[src/rtl/prog_loader_if.sv]
// Word-stream input and memory load bus of prog_loader.
// The slave modport is the loader side. The master modport is the producer and memory side.
interface prog_loader_if #(
    parameter int NCH = 2,
    parameter int AW  = 20,
    parameter int DW  = 32
);
    logic           IN_VALID;
    logic           IN_READY;
    logic [2:0]     IN_CHAN;
    logic [DW-1:0]  IN_DATA;
    logic           IN_LAST;
    logic [NCH-1:0] LOAD_CTRL;
    logic [AW-1:0]  LOAD_ADDR;
    logic [DW-1:0]  LOAD_DATA;

    modport master (
        output IN_VALID, IN_CHAN, IN_DATA, IN_LAST,
        input  IN_READY, LOAD_CTRL, LOAD_ADDR, LOAD_DATA
    );

    modport slave (
        input  IN_VALID, IN_CHAN, IN_DATA, IN_LAST,
        output IN_READY, LOAD_CTRL, LOAD_ADDR, LOAD_DATA
    );
endinterface

[src/rtl/prog_loader.sv]
// Program/data memory loader with core release sequencing and sticky status.
// Optional run-cycle counter is enabled by defining PROG_LOADER_CYCLE_CNT_EN.
module prog_loader #(
    parameter int NCH       = 2,
    parameter int AW        = 20,
    parameter int DW        = 32,
    parameter int PAD_WORDS = 3,
    parameter int CNT_W     = 32
) (
    input  logic             CLK,
    input  logic             RST,
    input  logic             GO,
    prog_loader_if.slave     bus,
    output logic             CORE_RSTn,
    output logic             CORE_EN,
    output logic             CORE_START,
    input  logic             OK,
    output logic             BUSY,
    output logic             DONE,
    output logic             ERR,
    output logic [CNT_W-1:0] CYCLES
);

    localparam int unsigned NCH_U = NCH;
    localparam logic [3:0]  NCH4  = 4'(NCH);
    localparam logic [2:0]  PAD3  = 3'(PAD_WORDS);

    typedef enum logic [2:0] {
        S_IDLE,
        S_LOAD,
        S_PAD,
        S_RELEASE,
        S_RUN,
        S_FIN,
        S_FAULT
    } state_t;

    state_t         state_q, state_d;
    logic [AW-1:0]  addr_q [NCH];
    logic [AW-1:0]  addr_d [NCH];
    logic [NCH-1:0] done_q, done_d;
    logic [NCH-1:0] full_q, full_d;
    logic [2:0]     pad_cnt_q, pad_cnt_d;
    logic           pad_last_q, pad_last_d;
    logic [NCH-1:0] ctrl_q, ctrl_d;
    logic [AW-1:0]  laddr_q, laddr_d;
    logic [DW-1:0]  ldata_q, ldata_d;

    logic           chan_ok;
    logic [AW-1:0]  sel_addr;
    logic           sel_done;
    logic           sel_full;
    logic [NCH-1:0] sel_hot;

    // Per-channel view of the requested channel; all zero when out of range.
    always_comb begin
        chan_ok  = ({1'b0, bus.IN_CHAN} < NCH4);
        sel_addr = '0;
        sel_done = 1'b0;
        sel_full = 1'b0;
        sel_hot  = '0;
        for (int unsigned c = 0; c < NCH_U; c++) begin
            if (32'(bus.IN_CHAN) == c) begin
                sel_addr   = addr_q[c];
                sel_done   = done_q[c];
                sel_full   = full_q[c];
                sel_hot[c] = 1'b1;
            end
        end
    end

    always_comb begin
        state_d    = state_q;
        addr_d     = addr_q;
        done_d     = done_q;
        full_d     = full_q;
        pad_cnt_d  = pad_cnt_q;
        pad_last_d = pad_last_q;
        ctrl_d     = '0;
        laddr_d    = laddr_q;
        ldata_d    = ldata_q;

        unique case (state_q)
            S_IDLE: begin
                if (GO) begin
                    state_d = S_LOAD;
                    for (int unsigned c = 0; c < NCH_U; c++) begin
                        addr_d[c] = '0;
                    end
                    done_d = '0;
                    full_d = '0;
                end
            end

            S_LOAD: begin
                if (bus.IN_VALID) begin
                    if (!chan_ok || sel_done || sel_full) begin
                        state_d = S_FAULT;
                    end else begin
                        ctrl_d  = sel_hot;
                        laddr_d = sel_addr;
                        ldata_d = bus.IN_DATA;
                        // The top address is usable once; afterwards the channel is full.
                        for (int unsigned c = 0; c < NCH_U; c++) begin
                            if (sel_hot[c]) begin
                                if (&sel_addr) full_d[c] = 1'b1;
                                else           addr_d[c] = sel_addr + AW'(1);
                            end
                        end
                        if (bus.IN_CHAN == 3'd0 && PAD_WORDS > 0) begin
                            state_d    = S_PAD;
                            pad_cnt_d  = PAD3;
                            pad_last_d = bus.IN_LAST;
                        end else if (bus.IN_LAST) begin
                            done_d = done_q | sel_hot;
                        end
                    end
                end else if (&done_q) begin
                    // Entered one cycle after the final strobe so RELEASE carries none.
                    state_d = S_RELEASE;
                end
            end

            S_PAD: begin
                if (full_q[0]) begin
                    state_d = S_FAULT;
                end else begin
                    ctrl_d[0] = 1'b1;
                    laddr_d   = addr_q[0];
                    ldata_d   = '0;
                    if (&addr_q[0]) full_d[0] = 1'b1;
                    else            addr_d[0] = addr_q[0] + AW'(1);
                    pad_cnt_d = pad_cnt_q - 3'd1;
                    if (pad_cnt_q == 3'd1) begin
                        state_d = S_LOAD;
                        if (pad_last_q) done_d[0] = 1'b1;
                    end
                end
            end

            S_RELEASE: state_d = S_RUN;

            S_RUN: begin
                if (OK) state_d = S_FIN;
            end

            S_FIN:   state_d = S_FIN;
            S_FAULT: state_d = S_FAULT;
            default: state_d = S_IDLE;
        endcase
    end

    always_ff @(posedge CLK or posedge RST) begin
        if (RST) begin
            state_q    <= S_IDLE;
            for (int unsigned c = 0; c < NCH_U; c++) begin
                addr_q[c] <= '0;
            end
            done_q     <= '0;
            full_q     <= '0;
            pad_cnt_q  <= '0;
            pad_last_q <= 1'b0;
            ctrl_q     <= '0;
            laddr_q    <= '0;
            ldata_q    <= '0;
        end else begin
            state_q    <= state_d;
            addr_q     <= addr_d;
            done_q     <= done_d;
            full_q     <= full_d;
            pad_cnt_q  <= pad_cnt_d;
            pad_last_q <= pad_last_d;
            ctrl_q     <= ctrl_d;
            laddr_q    <= laddr_d;
            ldata_q    <= ldata_d;
        end
    end

`ifdef PROG_LOADER_CYCLE_CNT_EN
    logic [CNT_W-1:0] cycles_q, cycles_d;

    always_comb begin
        cycles_d = cycles_q;
        if (state_q == S_IDLE && GO) begin
            cycles_d = '0;
        end else if (state_q == S_RUN && !(&cycles_q)) begin
            cycles_d = cycles_q + CNT_W'(1);
        end
    end

    always_ff @(posedge CLK or posedge RST) begin
        if (RST) cycles_q <= '0;
        else     cycles_q <= cycles_d;
    end

    assign CYCLES = cycles_q;
`else
    assign CYCLES = '0;
`endif

    assign bus.IN_READY  = (state_q == S_LOAD);
    assign bus.LOAD_CTRL = ctrl_q;
    assign bus.LOAD_ADDR = laddr_q;
    assign bus.LOAD_DATA = ldata_q;

    assign CORE_RSTn  = (state_q == S_RUN) || (state_q == S_FIN);
    assign CORE_EN    = (state_q == S_RUN);
    assign CORE_START = (state_q == S_RUN);
    assign BUSY       = (state_q == S_LOAD) || (state_q == S_PAD) ||
                        (state_q == S_RELEASE) || (state_q == S_RUN);
    assign DONE       = (state_q == S_FIN);
    assign ERR        = (state_q == S_FAULT);

endmodule

[src/flat_wrapper.sv]
// flat-port wrapper written by rule: the top's interface ports become plain ports
module prog_loader_flat 
#(
    parameter int NCH       = 2,
    parameter int AW        = 20,
    parameter int DW        = 32,
    parameter int PAD_WORDS = 3,
    parameter int CNT_W     = 32
)
  (CLK, RST, GO, CORE_RSTn, CORE_EN, CORE_START, OK, BUSY, DONE, ERR, CYCLES, bus_IN_VALID, bus_IN_CHAN, bus_IN_DATA, bus_IN_LAST, bus_IN_READY, bus_LOAD_CTRL, bus_LOAD_ADDR, bus_LOAD_DATA);
  prog_loader_if #(.NCH(NCH), .AW(AW), .DW(DW)) bus_i ();
  input  logic CLK;
  input  logic RST;
  input  logic GO;
  output logic CORE_RSTn;
  output logic CORE_EN;
  output logic CORE_START;
  input  logic OK;
  output logic BUSY;
  output logic DONE;
  output logic ERR;
  output logic [CNT_W-1:0] CYCLES;
  input wire logic [$bits(bus_i.IN_VALID)-1:0] bus_IN_VALID;
  input wire logic [$bits(bus_i.IN_CHAN)-1:0] bus_IN_CHAN;
  input wire logic [$bits(bus_i.IN_DATA)-1:0] bus_IN_DATA;
  input wire logic [$bits(bus_i.IN_LAST)-1:0] bus_IN_LAST;
  output wire logic [$bits(bus_i.IN_READY)-1:0] bus_IN_READY;
  output wire logic [$bits(bus_i.LOAD_CTRL)-1:0] bus_LOAD_CTRL;
  output wire logic [$bits(bus_i.LOAD_ADDR)-1:0] bus_LOAD_ADDR;
  output wire logic [$bits(bus_i.LOAD_DATA)-1:0] bus_LOAD_DATA;
  assign bus_i.IN_VALID = bus_IN_VALID;
  assign bus_i.IN_CHAN = bus_IN_CHAN;
  assign bus_i.IN_DATA = bus_IN_DATA;
  assign bus_i.IN_LAST = bus_IN_LAST;
  assign bus_IN_READY = bus_i.IN_READY;
  assign bus_LOAD_CTRL = bus_i.LOAD_CTRL;
  assign bus_LOAD_ADDR = bus_i.LOAD_ADDR;
  assign bus_LOAD_DATA = bus_i.LOAD_DATA;
  prog_loader #(.NCH(NCH), .AW(AW), .DW(DW), .PAD_WORDS(PAD_WORDS), .CNT_W(CNT_W)) u_core (.CLK(CLK), .RST(RST), .GO(GO), .bus(bus_i), .CORE_RSTn(CORE_RSTn), .CORE_EN(CORE_EN), .CORE_START(CORE_START), .OK(OK), .BUSY(BUSY), .DONE(DONE), .ERR(ERR), .CYCLES(CYCLES));
endmodule
[config.mk]
export PLATFORM = sky130hd
export DESIGN_NAME = prog_loader_flat
export DESIGN_NICKNAME = d
export VERILOG_FILES = /design/src/rtl/prog_loader_if.sv /design/src/rtl/prog_loader.sv /design/src/flat_wrapper.sv
export SDC_FILE = /design/constraint.sdc
export NUM_CORES = 1
export LEC_CHECK = 0
export CAP_MARGIN = 10
export CELL_PAD_IN_SITES_DETAIL_PLACEMENT = 1
export CELL_PAD_IN_SITES_GLOBAL_PLACEMENT = 1
export CORE_UTILIZATION = 30
export DETAILED_ROUTE_END_ITERATION = 16
export GPL_ROUTABILITY_DRIVEN = 0
export GPL_TIMING_DRIVEN = 1
export PLACE_DENSITY = 0.74
export SLEW_MARGIN = 20
export SYNTH_ARGS = -nofsm -noshare
export SYNTH_HDL_FRONTEND = slang
export SYNTH_SLANG_ARGS = --single-unit
[constraint.sdc]
create_clock -name CLK -period 11.2 [get_ports CLK]
set_clock_uncertainty 0.2 [all_clocks]
set_input_delay 2.24 -clock CLK [delete_from_list [all_inputs] [get_ports CLK]]
set_output_delay 2.24 -clock CLK [all_outputs]
set_load 0.05 [all_outputs]
==> results_dict.tcl, run 1 <==
set metrics [dict create \
    run_status "finished, final reports clean" \
    die_h_um 148 \
    reg2reg_setup_slack_ps 6860 \
    dr.pass1.iters 4 \
    fin_cells 1092 \
    numCtsBuffers 9 \
    final_core_util_pct 36.8 \
    grt_start_max_net_pins 105 \
    synthToLayoutAreaGrowth_pct 20.5 \
    timing.fmax_mhz 154 \
    clkPwrFrac_pct 23.2 \
    die-area_mm2 0.0219 \
    seq_area_frac_synth_pct 41.0 \
    die-width_um 148 \
    yosysUniqueCellTypes 70 \
    placement.io_buffers 101 \
    share_comb_of_total_power_pct 42.6 \
    worst_path_largest_cell_delay_ps 870 \
    total_switching_power_mw 0.634 \
    place_ws_ps 4350 \
    detailroute.via_count 5588 \
    synthArstFlopShare_pct 100 \
    synth-edff-count 0 \
    total_of_flip_flops_plus_latches_after_synthesis 105 \
    fp-row-count 53 \
    dpl.cell_count 1076 \
    switching_share_pct 44.4 \
    mappedNetlistArea_mm2 0.00641 \
    power_report.internal_total_mw 0.795 \
    nFillCells 2501 \
    wl_per_cell_um 17.7 \
    grt_overflow_total 0 \
    layout-drive-gt1-share_pct 6.61 \
    dp_hpwl_um 13300 \
    tritoncts "done" \
    maxCapViolations 0 \
    critPathRequiredTime_ps 11240 \
    cts.sinks 105 \
    cts-htree-levels 3 \
    synth_flop_cell "dfrtp_1" \
    drc_errors 0 \
    finalCritPeriodShare_pct 58.1 \
    count_of_synthesis_stage_warnings_from_yosys 0 \
    top_level_ports 134 \
    tightest_slew_ps 1080 \
    clk_pin_slew_worst_paths_ps 70 \
    detailedRoute.firstIterationViolations 288 \
    via_per_inst 5.12 \
    final_antenna_net_count 0 \
    grt_antenna_before_repair 0 \
    startpoint_type "input pin" \
    grt_setup_unrepaired "no" \
    slew_viol_final 0 \
    slew_headroom_pct 27.3 \
    drt-total-wl_um 19300 \
    postPlaceCellArea_mm2 0.00742 \
    power_density_of_the_placed_cells_mw_per_mm2 185 \
    finalWorstPathRequiredPeriod_ps 6500 \
    fp.coreArea_mm2 0.0210 \
    timing.critical_path.fanout_max 34 \
    yosys.area.top_type "dfrtp_1" \
    cpMaxStageDelayCell "o31ai_4" \
    finalHoldViolCount 0 \
    cp.buffers_inverters 3 \
    finalWorstSetupSlack_ps 4700 \
    insertedDiodeCount 0 \
    post_synth_main_area_contributors "dfrtp_1 41%, nand2_1 8.0%, o21ai_0 5.9%, buf_4 4.3%, mux2i_1 4.1%" \
    cp.arrival_ps 6550 \
    critPathKind "in2reg" \
    critical_path_cell_by_cell "buf_2, mux2i_1, nor2_1, ha_1, inv_1, nor4_4, nand4_1, o31ai_4, buf_4, mux2_1" \
    insertion_delay_ps 360 \
    cts-resized-gates 0 \
    totalPowerFinal_mw 1.43 \
    max-vdd-ir-drop_mv 0.146 \
    power.share.sequential_pct 34.2 \
    grt_pass1_wl_um 31400 \
    final_worst_hold_slack_ps 278 \
    timing.critical_path.max_delay_family "simple AND/OR/NAND/NOR gates" \
    netlist.area_leader.share_pct 41.0 \
    postSynthCellCount 749 \
    hp-class "reg2reg" \
    design.final.nets 857 \
    initial_core_util_pct 30.6 \
    root_buffer "clkbuf_16" \
    totalNegativeSetupSlack_ps 0 \
    leakagePower_nw 3.22 \
    setup_viol 0 \
    cts_buffer_depth 2 \
    cp-end-kind "flop" \
    hold_bufs_inserted_after_cts 0 \
    cts_setup_buffers 0 \
    via_count_of_the_first_global_routing_pass 5685 \
    fin_area_mm2 0.00772 \
    grt_usage_pct 18.1 \
    post_synthesis_average_cell_area_um2 8.55 \
]
[final timing paths]
path,cells after the start,start,to
worst max-delay path,10,bus_IN_CHAN[0],u_core.addr_q[2]
worst min-delay path,2,u_core.bus.LOAD_ADDR[5],u_core.bus.LOAD_ADDR[5]
worst max register to register,9,u_core.addr_q[20],u_core.addr_q[2]
worst min register to register,2,u_core.bus.LOAD_ADDR[5],u_core.bus.LOAD_ADDR[5]
max in group asynchronous,3,RST,u_core.bus.LOAD_CTRL[1]
min in group asynchronous,2,RST,u_core.bus.LOAD_DATA[26]
[tightest hold or removal path, stage by stage (launching register included)]
cell     delay [ps]
dfrtp_1         340
nand2_1          50
o21ai_0          60
[Yosys cell counts, types with 3 or more instances]
cell type,count
o211ai_1,3
nor3_2,4
and3_1,4
and2_1,4
clkbuf_1,34
dfrtp_1,105
or3_1,4
nor2_1,63
nand4_1,10
xnor2_1,10
inv_1,10
mux2_1,3
o22ai_1,6
ha_1,4
o21a_1,3
buf_4,37
nor3_1,17
nor4_1,7
o31ai_1,28
or4_1,3
a211oi_1,7
nand2b_1,10
nand3_1,13
nand2_1,137
nand3b_1,6
a2bb2oi_1,3
mux2i_1,26
a31oi_1,9
o21ai_0,75
mux2_2,6
a21oi_1,22
buf_2,13
nor2b_1,4
xor2_1,6
o21ai_1,5
[final cells by class]
cell class | instances | area (um2) | share of cell area (%)
well taps | 275 | 344 | 4.46
clock buffers | 9 | 225 | 2.92
repair buffers | 111 | 1080 | 14.0
flip-flops and latches | 105 | 2630 | 34.0
clock inverters | 7 | 76.3 | 0.988
multi-input cells | 573 | 3320 | 43.0
inverters | 12 | 47.5 | 0.616
[per-layer routing]
metal  share of wire (%)  GRT usage [%]  vias up
met1                  46           24.8     2757
met2                  48           28.8      130
met4                 2.0           6.34        0
met5                   0              0        -
met3                 4.2           3.01       24
li1                    -              -     2677
[power by group through the flow]
stage	sequential (mW)	clock [mW]	combinational, mW
after floorplan	0.652	0	0.263
after global placement	0.491	0	0.605
after detailed placement	0.495	0	0.612
after CTS	0.488	0.341	0.614
after global routing	0.497	0.354	0.645
final	0.488	0.332	0.609
[kinds of logic after synthesis]
group                    count (synthesis)  share of synthesized area [%]
AND/OR/NAND/NOR                        299                           22.3
AO/OA/AOI/OAI                          187                           18.7
flip-flops                             105                           41.0
buffers and inverters                  102                           9.32
multiplexers                            35                           5.64
XOR/XNOR                                16                           2.19
adder cells (fa/ha/maj)                  4                          0.781
other                                    1                         0.0585
[state kept, by name, summed over array words and instances, names as in the netlist]
name / cells
u_core.done_q: 2
u_core.full_q: 2
u_core.pad_last_q: 1
u_core.bus.LOAD_DATA: 32
u_core.bus.LOAD_CTRL: 2
u_core.state_q: 3
u_core.addr_q: 40
u_core.pad_cnt_q: 3
u_core.bus.LOAD_ADDR: 20
[layout by cell type, fill, tap and decap left out, drive strengths merged, types with 3 or more instances in the layout]
| master | netlist | final |
|---|---|---|
| xnor2 | 10 | 10 |
| nor2 | 63 | 63 |
| nand3b | 7 | 7 |
| nor2b | 4 | 4 |
| inv | 10 | 13 |
| clkdlybuf4s50 | 0 | 100 |
| or4 | 4 | 4 |
| ha | 4 | 4 |
| clkbuf | 34 | 9 |
| a211oi | 11 | 11 |
| nor4 | 8 | 8 |
| o21ai | 81 | 81 |
| mux2i | 26 | 26 |
| conb | 1 | 32 |
| mux2 | 9 | 9 |
| nand4 | 11 | 11 |
| a2bb2oi | 3 | 3 |
| nor3b | 3 | 3 |
| o21a | 3 | 3 |
| buf | 56 | 11 |
| nand3 | 14 | 14 |
| nand2b | 10 | 10 |
| o211ai | 3 | 3 |
| or3 | 4 | 4 |
| o31ai | 28 | 28 |
| nor3 | 21 | 21 |
| and2 | 4 | 4 |
| and3 | 4 | 4 |
| o22ai | 6 | 6 |
| dfrtp | 105 | 105 |
| a21oi | 22 | 22 |
| xor2 | 6 | 6 |
| nand2 | 137 | 137 |
| a31oi | 9 | 9 |
| clkinv | 2 | 4 |
(Power assumes the default switching activity.)
==> run 2, diff against run 1 <==
--- a/config.mk
+++ b/config.mk
@@ -12,7 +12,7 @@
 export DETAILED_ROUTE_END_ITERATION = 16
 export GPL_ROUTABILITY_DRIVEN = 0
 export GPL_TIMING_DRIVEN = 1
-export PLACE_DENSITY = 0.74
+export PLACE_DENSITY = 0.77
 export SLEW_MARGIN = 20
 export SYNTH_ARGS = -nofsm -noshare
 export SYNTH_HDL_FRONTEND = slang
==> constraint.sdc (replaced) <==
create_clock -name CLK -period 5.8 [get_ports CLK]
set_clock_uncertainty 0.2 [all_clocks]
set_input_delay 1.16 -clock CLK [delete_from_list [all_inputs] [get_ports CLK]]
set_output_delay 1.16 -clock CLK [all_outputs]
set_load 0.05 [all_outputs]
==> run 2 against run 1 <==
Against the previous run: via count grew 0.57%; clock power is 82% higher; largest cell class unchanged; cell count up 0.37%; combinational power increased by 94%; global-route usage is 0.30 points lower; sequential share of layout area about the same.
==> results_dict.tcl, run 2 (synthesis results as in run 1) <==
set metrics [dict create \
    insertion_delay_ps 360 \
    drt-total-wl_um 19000 \
    slew_headroom_pct 28.7 \
    grt_setup_unrepaired "no" \
    clk_pin_slew_worst_paths_ps 70 \
    grt_overflow_total 0 \
    insertedDiodeCount 0 \
    run_status "finished, final reports clean" \
    hp-class "reg2reg" \
    leakagePower_nw 3.23 \
    final-seq-area_mm2 0.00263 \
    initial_core_util_pct 30.6 \
    via_per_inst 5.13 \
    finalWorstPathRequiredPeriod_ps 4610 \
    via_count_of_the_first_global_routing_pass 5623 \
    r2r.worst_path.cells 6 \
    detailedRoute.firstIterationViolations 326 \
    cts_buffer_depth 2 \
    die-area_mm2 0.0219 \
    totalNegativeSetupSlack_ps 0 \
    grt_usage_pct 17.8 \
    cp-end-kind "flop" \
    registers.top_by_ff_count "u_core.addr_q" \
    critical_path.endpoint "u_core.addr_q[36]" \
    cts_setup_buffers 0 \
    reg2reg_setup_slack_ps 1800 \
    holdPathStages 2 \
    timing.fmax_mhz 217 \
    grt_start_max_net_pins 76 \
    worst_r2r_endpoint "u_core.addr_q[36]" \
    top_level_ports 134 \
    cts-resized-gates 0 \
    nFillCells 2535 \
    startpoint_type "input pin" \
    numCtsBuffers 9 \
    multi_input_area_mm2 0.00332 \
    commonest_cells_after_routing_fill_and_taps_aside "136 x nand2_1, 105 x dfrtp_1, 100 x clkdlybuf4s50_1, 75 x o21ai_0, 63 x nor2_1" \
    cp.arrival_ps 4620 \
    grt_antenna_before_repair 0 \
    detailroute.via_count 5620 \
    finalWorstSetupSlack_ps 1190 \
    hold_bufs_inserted_after_cts 0 \
    setup_viol 0 \
    slew_viol_final 0 \
    final_core_util_pct 36.9 \
    largest_reg_flops 40 \
    maxCapViolations 0 \
    timing.critical_path.fanout_max 20 \
    finalHoldViolCount 0 \
    critPathRequiredTime_ps 5810 \
    fp-row-count 53 \
    cts-htree-levels 3 \
    startpoint "bus_IN_CHAN[1]" \
    layout-drive-gt1-share_pct 6.94 \
    worst_r2r_startpoint "u_core.state_q[1]" \
    design.final.nets 861 \
    final_antenna_net_count 0 \
    dpl.cell_count 1080 \
    cts.sinks 105 \
    drc_errors 0 \
    die-width_um 148 \
    root_buffer "clkbuf_16" \
    die_h_um 148 \
    wl_per_cell_um 17.4 \
    finalCritPeriodShare_pct 79.5 \
    tightest_slew_ps 1060 \
    fin_cells 1096 \
    place_ws_ps 794 \
    synthToLayoutAreaGrowth_pct 20.7 \
    max-vdd-ir-drop_mv 0.294 \
    critPathKind "in2reg" \
    tritoncts "done" \
    dp_hpwl_um 13300 \
    dr.pass1.iters 4 \
    most_frequent_standard_cell_in_the_layout_excluding_fill_and_tap_cells "nand2_1" \
    grt_pass1_wl_um 31000 \
    fp.coreArea_mm2 0.0210 \
    power_density_of_the_placed_cells_mw_per_mm2 353 \
    launch_point_of_the_worst_hold_path "u_core.bus.LOAD_ADDR[9]" \
    placement.io_buffers 101 \
]
[run 2: how the worst min path moves through the flow]
stage	to	slack (ps)
final	u_core.bus.LOAD_ADDR[9]	280
after global routing	u_core.bus.LOAD_DATA[28]	300
after CTS	u_core.bus.LOAD_ADDR[13]	290
after detailed placement	u_core.bus.LOAD_ADDR[13]	270
after global placement	u_core.addr_q[17]	260
after floorplan	u_core.addr_q[0]	250
[run 2: routing by layer]
layer / GRT usage [%] / part of all wire, %
met4: 5.36 / 1.7
met1: 24.5 / 46
met5: 0 / 0
met2: 28.7 / 49
met3: 2.85 / 3.9
[run 2: power breakdown]
part / total [mW] / switching [mW] / leakage, nW / internal [mW]
clock network: 0.604 / 0.307 / 0.126 / 0.297
logic: 1.18 / 0.832 / 1.69 / 0.347
registers: 0.943 / 0.0936 / 1.41 / 0.850
[run 2: layout make-up]
| type | count | area share [%] |
|---|---|---|
| clock buffers | 10 | 2.96 |
| clock inverters | 6 | 0.631 |
| inverters | 12 | 0.615 |
| multi-input cells | 573 | 43.0 |
| flip-flops and latches | 105 | 34.0 |
| well taps | 275 | 4.45 |
| repair buffers | 115 | 14.4 |
[run 2: critical path: stages]
cell	delay [ps]
clkdlybuf4s50_1	420
or2_1	400
buf_4	280
nor2_1	160
ha_1	200
inv_1	70
nor4_4	420
nand4_1	150
buf_4	230
nor3_2	220
or2_1	690
o21ai_0	220
[run 2: per-stage QoR]
stage	area, um2	power, mW	hold WS [ps]
floorplan	6520	1.77	248
finish	7730	2.73	281
detailed placement	7450	2.14	270
global route	7730	2.85	301
global placement	7450	2.12	259
CTS	7730	2.75	286
